File: src/rtl/sync_fifo_param.sv
// Parametrised single-clock FIFO with programmable almost-full/empty thresholds,
// occupancy count, overflow/underflow pulses and optional first-word-fall-through read.
module sync_fifo_param #(
  parameter int WIDTH    = 8,
  parameter int DEPTH    = 16,
  parameter int AF_LEVEL = DEPTH - 2,
  parameter int AE_LEVEL = 2,
  parameter int FWFT     = 0,
  parameter int ADDR_W   = $clog2(DEPTH)
) (
  input  logic              clk,
  input  logic              rst,
  input  logic              wr,
  input  logic [WIDTH-1:0]  din,
  input  logic              rd,
  output logic [WIDTH-1:0]  dout,
  output logic              full,
  output logic              empty,
  output logic              almost_full,
  output logic              almost_empty,
  output logic [ADDR_W:0]   count,
  output logic              overflow,
  output logic              underflow,
  output logic [ADDR_W-1:0] wrptr,
  output logic [ADDR_W-1:0] rdptr
);

  localparam int CNT_W = ADDR_W + 1;

  logic [WIDTH-1:0] mem [DEPTH];
  logic             do_wr;
  logic             do_rd;

  // A write into a full FIFO is still accepted when a read frees the slot in the same cycle.
  assign do_rd = rd && !empty;
  assign do_wr = wr && (!full || rd);

  assign full         = (count == CNT_W'(DEPTH));
  assign empty        = (count == '0);
  assign almost_full  = (count >= CNT_W'(AF_LEVEL));
  assign almost_empty = (count <= CNT_W'(AE_LEVEL));

  always_ff @(posedge clk) begin
    if (do_wr) mem[wrptr] <= din;
  end

  always_ff @(posedge clk or posedge rst) begin
    if (rst) begin
      wrptr     <= '0;
      rdptr     <= '0;
      count     <= '0;
      overflow  <= 1'b0;
      underflow <= 1'b0;
    end else begin
      if (do_wr) wrptr <= wrptr + ADDR_W'(1);
      if (do_rd) rdptr <= rdptr + ADDR_W'(1);
      case ({do_wr, do_rd})
        2'b10:   count <= count + CNT_W'(1);
        2'b01:   count <= count - CNT_W'(1);
        default: count <= count;
      endcase
      overflow  <= wr && full && !rd;
      underflow <= rd && empty;
    end
  end

  generate
    if (FWFT != 0) begin : g_fwft
      assign dout = mem[rdptr];
    end else begin : g_reg
      always_ff @(posedge clk or posedge rst) begin
        if (rst)        dout <= '0;
        else if (do_rd) dout <= mem[rdptr];
      end
    end
  endgenerate

endmodule

File: config.mk
export PLATFORM = sky130hd
export DESIGN_NAME = sync_fifo_param
export DESIGN_NICKNAME = d
export VERILOG_FILES = /design/src/rtl/sync_fifo_param.sv
export SDC_FILE = /design/constraint.sdc
export NUM_CORES = 1
export LEC_CHECK = 0
export ABC_AREA = 1
export CORE_MARGIN = 2
export CORE_UTILIZATION = 59
export DETAILED_ROUTE_END_ITERATION = 8
export GPL_ROUTABILITY_DRIVEN = 0
export PLACE_DENSITY_LB_ADDON = 0.15
export REMOVE_ABC_BUFFERS = 1
export SKIP_LAST_GASP = 1
export SYNTH_ARGS = -nofsm -noshare
export SYNTH_HDL_FRONTEND = slang
export SYNTH_SLANG_ARGS = --single-unit
File: constraint.sdc
create_clock -name clk -period 2.9 [get_ports clk]
set_input_delay 0.435 -clock clk [delete_from_list [all_inputs] [get_ports clk]]
set_output_delay 0.435 -clock clk [all_outputs]
set_load 0.02 [all_outputs]
* After elaboration in Yosys (flattened, before gate mapping)
Memories as Yosys holds them, arrays and structs flattened. A register that Yosys moved wholly into a read port is not among the register bits.
Cells that the tools add are included.
** Storage, ports and cells
- Flip-flop bits (word level) :: 15
- Bits in writable memories :: 128
- Input port bits :: 12
- Output and inout bits :: 27
- Word-level logic and storage cells :: 29
- Memories :: 1
** Cells by class
- Add/sub/neg operators :: 4
- Magnitude comparators :: 2
- Equal/unequal tests :: 3
- Multiplexer cells :: 3
- Reduce and logical (&&, ||, !) cells :: 11
** Memory list
- mem :: words 16, bits a word 8, read ports 1, clocked after memory_dff 1, wr ports 1, line 30 : logic [WIDTH-1:0] mem [DEPTH];
** Operators with widths (count)
- $pmux 5 s2 :: 1
- $add 4x1->4 const B :: 2
- $add 5x1->5 const B :: 1
- $eq 5x5->1 const B :: 1
- $ge 5x4->1 const B :: 1
- $le 5x2->1 const B :: 1
- $logic_and 1x1->1 :: 5
- $logic_not 5->1 :: 1
- $sub 5x1->5 const B :: 1
- $logic_not 1->1 :: 3
- $eq 2x1->1 const B :: 1
- $eq 2x2->1 const B :: 1
- $mux 1 :: 2
- $reduce_bool 2->1 :: 1
- $logic_or 1x1->1 :: 1

* Longest topological paths before layout
- Word-level depth :: 6
- Mapped depth :: 15
- Gate-level depth less buffers :: 15

* Worst setup path after synthesis
No wires, ideal clock.
- Kind :: register -> register
- Start point :: register count[2]
- End point :: register count[4]
- Setup time :: 0.065 ns
- Arrival time :: 2.268 ns
- Data required time :: 2.835 ns
- Setup slack :: 0.567 ns
- Stages on the path, launching flop included :: 16
- Buffers on the path :: 0
- Period minus slack after synthesis :: 2.333 ns
- Cell sequence :: dfrtp_1 nor2_2 nand3_1 nor2_2 nand2_2 nand2_4 ha_1 xor2_1 ha_1 inv_1 nand2_1 nand3_1 nand2_1 xor2_1 nand2_1 nand2_1
** Between the ends
- Cells in the longest elaborated chain, start to end :: 6
- Elaborated cells on any way between the ends :: 13
- Classes of those cells :: add/sub (2); eq/ne (3); mux (1); reduce/logical (7)
** RTL lines
- start, declared :: line 21 : output logic [ADDR_W:0] count,
- start signal, assigned :: line 58 : 2'b10: count <= count + CNT_W'(1);
- start signal, assigned :: line 59 : 2'b01: count <= count - CNT_W'(1);
- start signal, assigned :: line 60 : default: count <= count;
- $eq 5x5->1 (*) :: line 38 : assign full = (count == CNT_W'(DEPTH));
- net full :: line 17 : output logic full,
- $logic_not 1->1 (*) :: line 36 : assign do_wr = wr && (!full || rd);
- $logic_or 1x1->1 (*) :: line 36
- $logic_and 1x1->1 (*) :: line 36
- $eq 2x1->1 / $eq 2x2->1 (equally long branches) :: line 57 : case ({do_wr, do_rd})
- $pmux 5 s2 / $reduce_bool 2->1 (equally long branches)
Mark *: on every way through the listed nets, which the timed path passes. The rest lies on a longest branch.
A chain may end at the register's enable or synchronous reset.

* Worst setup path after layout
- Start point :: register count[2]
- End point :: register count[4]
** Between the ends
- Cells in the longest elaborated chain, start to end :: 6
- Elaborated cells on any way between the ends :: 13
- Classes of those cells :: add/sub (2); eq/ne (3); mux (1); reduce/logical (7)
** RTL lines (line)
- $eq 5x5->1 :: 38
- $logic_not 1->1 :: 36
- $logic_or 1x1->1 :: 36
- $logic_and 1x1->1 :: 36
- $eq 2x1->1 / $eq 2x2->1 (equally long branches) :: 57
- $pmux 5 s2 / $reduce_bool 2->1 (equally long branches)
Parallel ways exist; a longest one is shown, timed or not.

==> impl_metrics.env <==
export IMPL_drt_total_wl_um=15400
export IMPL_vdd_drop_max_mv=0.516
export IMPL_clkPwrFrac_pct=29.8
export IMPL_final_core_util_pct=70.2
export IMPL_rows=39
export IMPL_drive_gt1_share_pct=7.62
export IMPL_synth_most_common_cell="nand2_1"
export IMPL_avgSynthCellArea_um2=9.95
export IMPL_viasPerCell=5.40
export IMPL_r2r_end="count[4]"
export IMPL_fillCellCount=872
export IMPL_endpoint_kind="register"
export IMPL_synth_flop_cell="edfxtp_1"
export IMPL_clock_latency_ps=420
export IMPL_grt_max_degree=50
export IMPL_dieHeight_um=111
export IMPL_dpl_hpwl_um=9880
export IMPL_synthToLayoutAreaGrowth_pct=17.4
export IMPL_fin_skew_ps=12.5
export IMPL_crit_arrival_ps=2780
export IMPL_numPortBuffers=38
export IMPL_reg2reg_from="count[2]"
export IMPL_critPathMaxFanout=6
export IMPL_clock_path_buffers=2
export IMPL_grt_first_pass_wirelength_um=25000
export IMPL_antenna_found_initial=0
export IMPL_place_area_mm2=0.00727
export IMPL_ys_ff_latch=151
export IMPL_drc_errors=0
export IMPL_avgRoutedWirePerCell_um=17.6
export IMPL_grt_pass1_vias=4700
export IMPL_htreeDepth=4
export IMPL_synth_warnings=0
export IMPL_cp_startpoint="count[2]"
export IMPL_async_flop_share_pct=15.2
export IMPL_drt_initial_drc_count=517
export IMPL_switching_share_pct=36.4
export IMPL_syn_cell_area_mm2=0.00677
export IMPL_reg2regPathDepth=15
export IMPL_grt_overflow=0
export IMPL_initial_core_util_pct=59.8
export IMPL_path_clk_slew_ps=60
export IMPL_die_w_um=111
export IMPL_p_switching_mw=3.04
export IMPL_die_area_mm2=0.0123
export IMPL_p_per_area_mw_per_mm2=1050
export IMPL_p_int_mw=5.32
export IMPL_post_cts_buffers=0
export IMPL_cts_sinks=151
export IMPL_numCtsBuffers=17
export IMPL_ys_top_cells_by_area="edfxtp_1 (57%), nand2_1 (12%), dfrtp_1 (8.5%)"
export IMPL_synth_edf_count=128
export IMPL_critical_path_required_ps=3250
export IMPL_synth_distinct_cells=26
export IMPL_grt_setup_unrepaired="false"
export IMPL_crit_path_end="count[4]"
export IMPL_cts_tree="done"
export IMPL_synthCells=680
export IMPL_path_class="reg -> reg"
export IMPL_io_pins=39
export IMPL_coreArea_mm2=0.0113
export IMPL_num_vias=4743
export IMPL_num_antenna_cells=0
export IMPL_worst_pin_slew_ps=1050
export IMPL_cts_root_buf="clkbuf_16"
export IMPL_hold_violations=0
export IMPL_ctsHoldBuffers=0
export IMPL_final_area_mm2=0.00795
export IMPL_min_period_over_period_pct=83.8
export IMPL_synth_top_area_share_pct=56.8
export IMPL_power_frac_comb_pct=34.8
export IMPL_groute_usage_overall_pct=26.7
export IMPL_pwr_share_seq_pct=35.4
export IMPL_ant_nets=0
export IMPL_fin_setup_tns_ps=0
export IMPL_yosysSeqAreaShare_pct=65.3
export IMPL_cts_resized=0
export IMPL_relSlewSlack_pct=29.8
export IMPL_max_freq_mhz=412
export IMPL_start_kind="register"
export IMPL_drt_pass1_iterations=5
export IMPL_leakage_nw=3.55
export IMPL_synth_common_cells="nand2_1 (222), edfxtp_1 (128), inv_1 (117), nand3_1 (105), dfrtp_1 (23)"
export IMPL_maxSlewViolCount=0
export IMPL_yosys_area_top_type="edfxtp_1"
export IMPL_min_period_ps=2430
export IMPL_cap_violations=0
export IMPL_r2r_slack_ps=470
export IMPL_status="finished, final reports clean"
export IMPL_worst_hold_path_type="in -> async"
export IMPL_setup_viol=0
export IMPL_final_nets=743
## cell families (layout without fill, tap and decap cells)
family,count (synthesis),after routing,synth area share [%]
buf+inv,147,202,9.02
flops,151,151,65.3
fa+ha+maj,9,9,1.66
simple gates,356,356,22.2
xor+xnor,8,8,1.04
compound gates,9,9,0.740
## registers in the layout (all words and copies together), names as in the netlist
| register | cells |
|---|---|
| overflow | 1 |
| count | 5 |
| underflow | 1 |
| mem | 128 |
| rdptr | 4 |
| wrptr | 4 |
| dout | 8 |
## layout by cell type, fill, tap and decap left out, types with 4 or more instances in the layout
| cell | n |
|---|---|
| bufinv_16 | 6 |
| edfxtp_1 | 128 |
| nand2_1 | 222 |
| clkdlybuf4s50_1 | 38 |
| buf_4 | 11 |
| xor2_1 | 7 |
| nand2_2 | 4 |
| clkbuf_16 | 17 |
| nor2_1 | 18 |
| inv_1 | 117 |
| ha_1 | 9 |
| dfrtp_1 | 22 |
| nand3_1 | 105 |
## routing by layer
| layer | up-vias | global-route usage, % | wire length (um) |
|---|---|---|---|
| met3 | 32 | 5.47 | 1190 |
| met5 | - | 0 | 0 |
| met4 | 0 | 10.2 | 369 |
| met2 | 229 | 40.8 | 7190 |
| li1 | 2255 | - | - |
| met1 | 2227 | 38.4 | 6700 |
## metrics by stage
stage	hold slack, ps	cells	power, mW	setup slack [ps]
floorplan	437	653	4.70	93.8
global placement	469	846	5.80	480
detailed placement	477	846	5.85	408
CTS	368	878	8.36	505
global route	407	878	8.81	193
finish	377	878	8.36	471
## critical path: stages, from the launching register on
cell and delay [ps]:
dfrtp_1 440, nor2_2 170, nand3_1 100, nor2_2 130, nand2_2 90, nand2_4 110
ha_1 330, xor2_1 240, ha_1 180, inv_1 40, nand2_1 90, nand3_1 90
nand2_1 80, xor2_1 150, nand2_1 70, nand2_1 60
## worst min-delay path by stage
stage | start | to
2_1_floorplan | rst | count[0]
3_3_place_gp | dout[4] | dout[4]
3_5_place_dp | dout[4] | dout[4]
4_1_cts | rst | dout[6]
5_1_grt | rst | dout[6]
6_report | rst | dout[6]
## power by group through the flow
| stage | Combinational (mW) | Clock [mW] | Sequential (mW) |
|---|---|---|---|
| floorplan | 1.48 | 0 | 3.22 |
| global placement | 2.81 | 0 | 2.99 |
| detailed placement | 2.85 | 0 | 3.00 |
| CTS | 2.89 | 2.51 | 2.96 |
| global route | 3.21 | 2.60 | 3.01 |
| finish | 2.91 | 2.49 | 2.96 |
## final cells by class
class	instances	area (um2)	area share, %
clock inverters	15	248	3.12
flip-flops and latches	151	4420	55.6
well taps	143	179	2.25
repair buffers	50	483	6.08
clock buffers	17	425	5.35
inverters	120	453	5.70
multi-input cells	382	1740	21.9
Power figures use the tool's default switching activity.
==> edit (same flow settings) <==
`WIDTH`: 8 -> 9.
--- a/src/rtl/sync_fifo_param.sv
+++ b/src/rtl/sync_fifo_param.sv
@@ -1,7 +1,7 @@
 // Parametrised single-clock FIFO with programmable almost-full/empty thresholds,
 // occupancy count, overflow/underflow pulses and optional first-word-fall-through read.
 module sync_fifo_param #(
-  parameter int WIDTH    = 8,
+  parameter int WIDTH    = 9,
   parameter int DEPTH    = 16,
   parameter int AF_LEVEL = DEPTH - 2,
   parameter int AE_LEVEL = 2,
Ports: changed (resized din and dout); port bits go from 39 to 41. No check against the original RTL was run, so the function may have changed too.
==> edit against the unedited design <==
- sequential share of layout area up 0.53 points
- cell area up 10%
- routed wire length up 13%
- power up 6.3%
- area after synthesis up 11%
- clock skew down 0.0056 ns
- setup slack worse by 0.10 ns
- worst hold slack better by 0.12 ns
- sequential cell count up 17
- fmax down 4.0%
==> edit: results (changes against the unedited design) <==
{| class="wikitable"
! Metric !! Value
|-
| Status || completed
|-
| Count of placed standard cells including taps || 957 (+13%)
|-
| Count of routing violations after the opening detailed-route iteration || 486 (-6.0%)
|-
| Leakage power summed over all cells || 3.91 nW (+10%)
|-
| Largest registers ranked by flip-flop count || mem (144), dout (9), count (5)
|-
| Number of distinct library cells after synthesis || 27 (+3.8%)
|-
| Global-route total usage across every layer || 0.275 (+0.00751)
|-
| Count of placed standard cells in the final layout, fillers left out || 989 (+13%)
|-
| Total net switching power || 3.35 mW (+10%)
|-
| Clock slew at reported path FFs || 0.06 ns (about the same)
|-
| Max incr delay on CP || 0.42 ns (-0.02 ns)
|-
| Max Root-Sink Buffers || 2 (unchanged)
|-
| CP Data Arrival Time || 2.90 ns (+0.12 ns)
|-
| Resize count post-CTS || 0 (unchanged)
|-
| Most instantiated cells after synthesis || sky130_fd_sc_hd__nand2_1 (244), sky130_fd_sc_hd__edfxtp_1 (144), sky130_fd_sc_hd__inv_1 (125), sky130_fd_sc_hd__nand3_1 (116), sky130_fd_sc_hd__dfrtp_1 (24)
|-
| Cell with the biggest individual delay on the critical path || sky130_fd_sc_hd__dfrtp_1
|-
| Sum of routed wire length over all layers || 17.5 mm (+13%)
|-
| Path type of the worst min-delay path || flip-flop to flip-flop
|-
| Sequential element share of the synthesized area || 0.653 (about the same)
|-
| Post-synthesis average cell area || 10.1 um^2 (+1.5%)
|-
| Antenna violations before repair || 0 (unchanged)
|-
| Number of flops mapped to enable cells by yosys || 144 (+13%)
|-
| Global-route wire length before repair || 27.1 mm (+8.1%)
|-
| Worst clock skew on the final layout || 0.00691 ns (-0.00560 ns)
|-
| Vias after detailed routing || 5,347 (+13%)
|-
| Slew HR || 0.345 (+0.0464)
|-
| Largest net degree at the start of global routing || 47 (-6.0%)
|-
| Clk. pwr || 2.33 mW (-6%)
|-
| Fraction of registers with async set/reset || 0.143 (-0.00946)
|-
| Post-layout net count || 826 (+11%)
|-
| Cell types with the largest area share after synthesis || sky130_fd_sc_hd__edfxtp_1 (57%), sky130_fd_sc_hd__nand2_1 (12%), sky130_fd_sc_hd__dfrtp_1 (8.0%)
|-
| Highest fanout seen on the critical path || 12 (+6)
|-
| Antenna cell count || 0 (unchanged)
|-
| Power consumed by sequential cells || 3.24 mW (+9.5%)
|-
| HPWL after detailed placement || 11.1 mm (+13%)
|-
| Fraction of final layout cells with drive strength greater than 1 || 0.0881 (+0.0119)
|-
| Setup Buffers After CTS || 0 (unchanged)
|-
| Peak supply drop || 0.478 mV (-7.2%)
|-
| # port buffers || 40 (+5.3%)
|-
| Vias in the first global route || 5,224 (+11%)
|}
-- edit: cell count changes in the layout (fill, tap and decap cells not counted), moves of 2 or more --
| cell | unedited run | this run |
|---|---|---|
| sky130_fd_sc_hd__clkinv_1 | 1 | 5 |
| sky130_fd_sc_hd__clkdlybuf4s50_1 | 38 | 40 |
| sky130_fd_sc_hd__edfxtp_1 | 128 | 144 |
| sky130_fd_sc_hd__nor2_2 | 3 | 0 |
| sky130_fd_sc_hd__inv_6 | 3 | 0 |
| sky130_fd_sc_hd__nand2_2 | 4 | 6 |
| sky130_fd_sc_hd__buf_4 | 11 | 26 |
| sky130_fd_sc_hd__nand3_1 | 105 | 116 |
| sky130_fd_sc_hd__nor2_4 | 0 | 2 |
| sky130_fd_sc_hd__nand2_1 | 222 | 244 |
| sky130_fd_sc_hd__inv_2 | 1 | 4 |
| sky130_fd_sc_hd__bufinv_16 | 6 | 4 |
| sky130_fd_sc_hd__inv_1 | 117 | 125 |
-- edit: metrics by stage --
stage          power, mW   util  setup TNS, ns  setup WS (ns)  cell area (um^2)
3_3_place_gp        6.47  0.649              0          0.465              8160
4_1_cts             8.90  0.698              0          0.375              8770
6_report            8.89  0.698              0          0.369              8770
3_5_place_dp        6.55  0.649              0          0.282              8160
5_1_grt             9.35  0.698              0          0.142              8770
2_1_floorplan       5.20      -          -1.02         -0.113              7330
-- edit: worst min-delay path, stage by stage, from the launching register on --
cell and delay [ns]:
sky130_fd_sc_hd__dfrtp_1 0.35, sky130_fd_sc_hd__nand2_1 0.06, sky130_fd_sc_hd__nand2_1 0.06
-- edit: cell families after synthesis --
group,share of synthesized area
AND/OR/NAND/NOR,0.222
XOR/XNOR,0.00930
AO/OA/AOI/OAI,0.00664
adder cells (fa/ha/maj),0.0149
flip-flops,0.653
buffers and inverters,0.0940
-- edit: worst paths after layout --
check,start,endpoint,slack [ns],cells after the start
min in group asynchronous,rst,dout[8],0.57,2
hold reg to reg,dout[8],dout[8],0.49,2
setup reg to reg,count[4],count[4],0.37,14
max in group asynchronous,rst,rdptr[0],1.67,2
hold / removal,dout[8],dout[8],0.49,2
setup / recovery,count[4],count[4],0.37,14
-- edit: cell type report --
class | instances | area (um^2)
well taps | 172 | 215
clock inverters | 14 | 181
multi-input cells | 418 | 1900
repair buffers | 67 | 616
fillers | 933 | 3800
clock buffers | 18 | 429
inverters | 132 | 498
flip-flops and latches | 168 | 4930
-- edit: layer usage --
| layer | wire (um) | vias to the layer above | global-route usage |
|---|---|---|---|
| met3 | 1170 | 39 | 0.0469 |
| met2 | 8800 | 233 | 0.458 |
| met5 | 0 | - | 0 |
| met1 | 7020 | 2574 | 0.358 |
| li1 | - | 2501 | - |
| met4 | 471 | 0 | 0.123 |
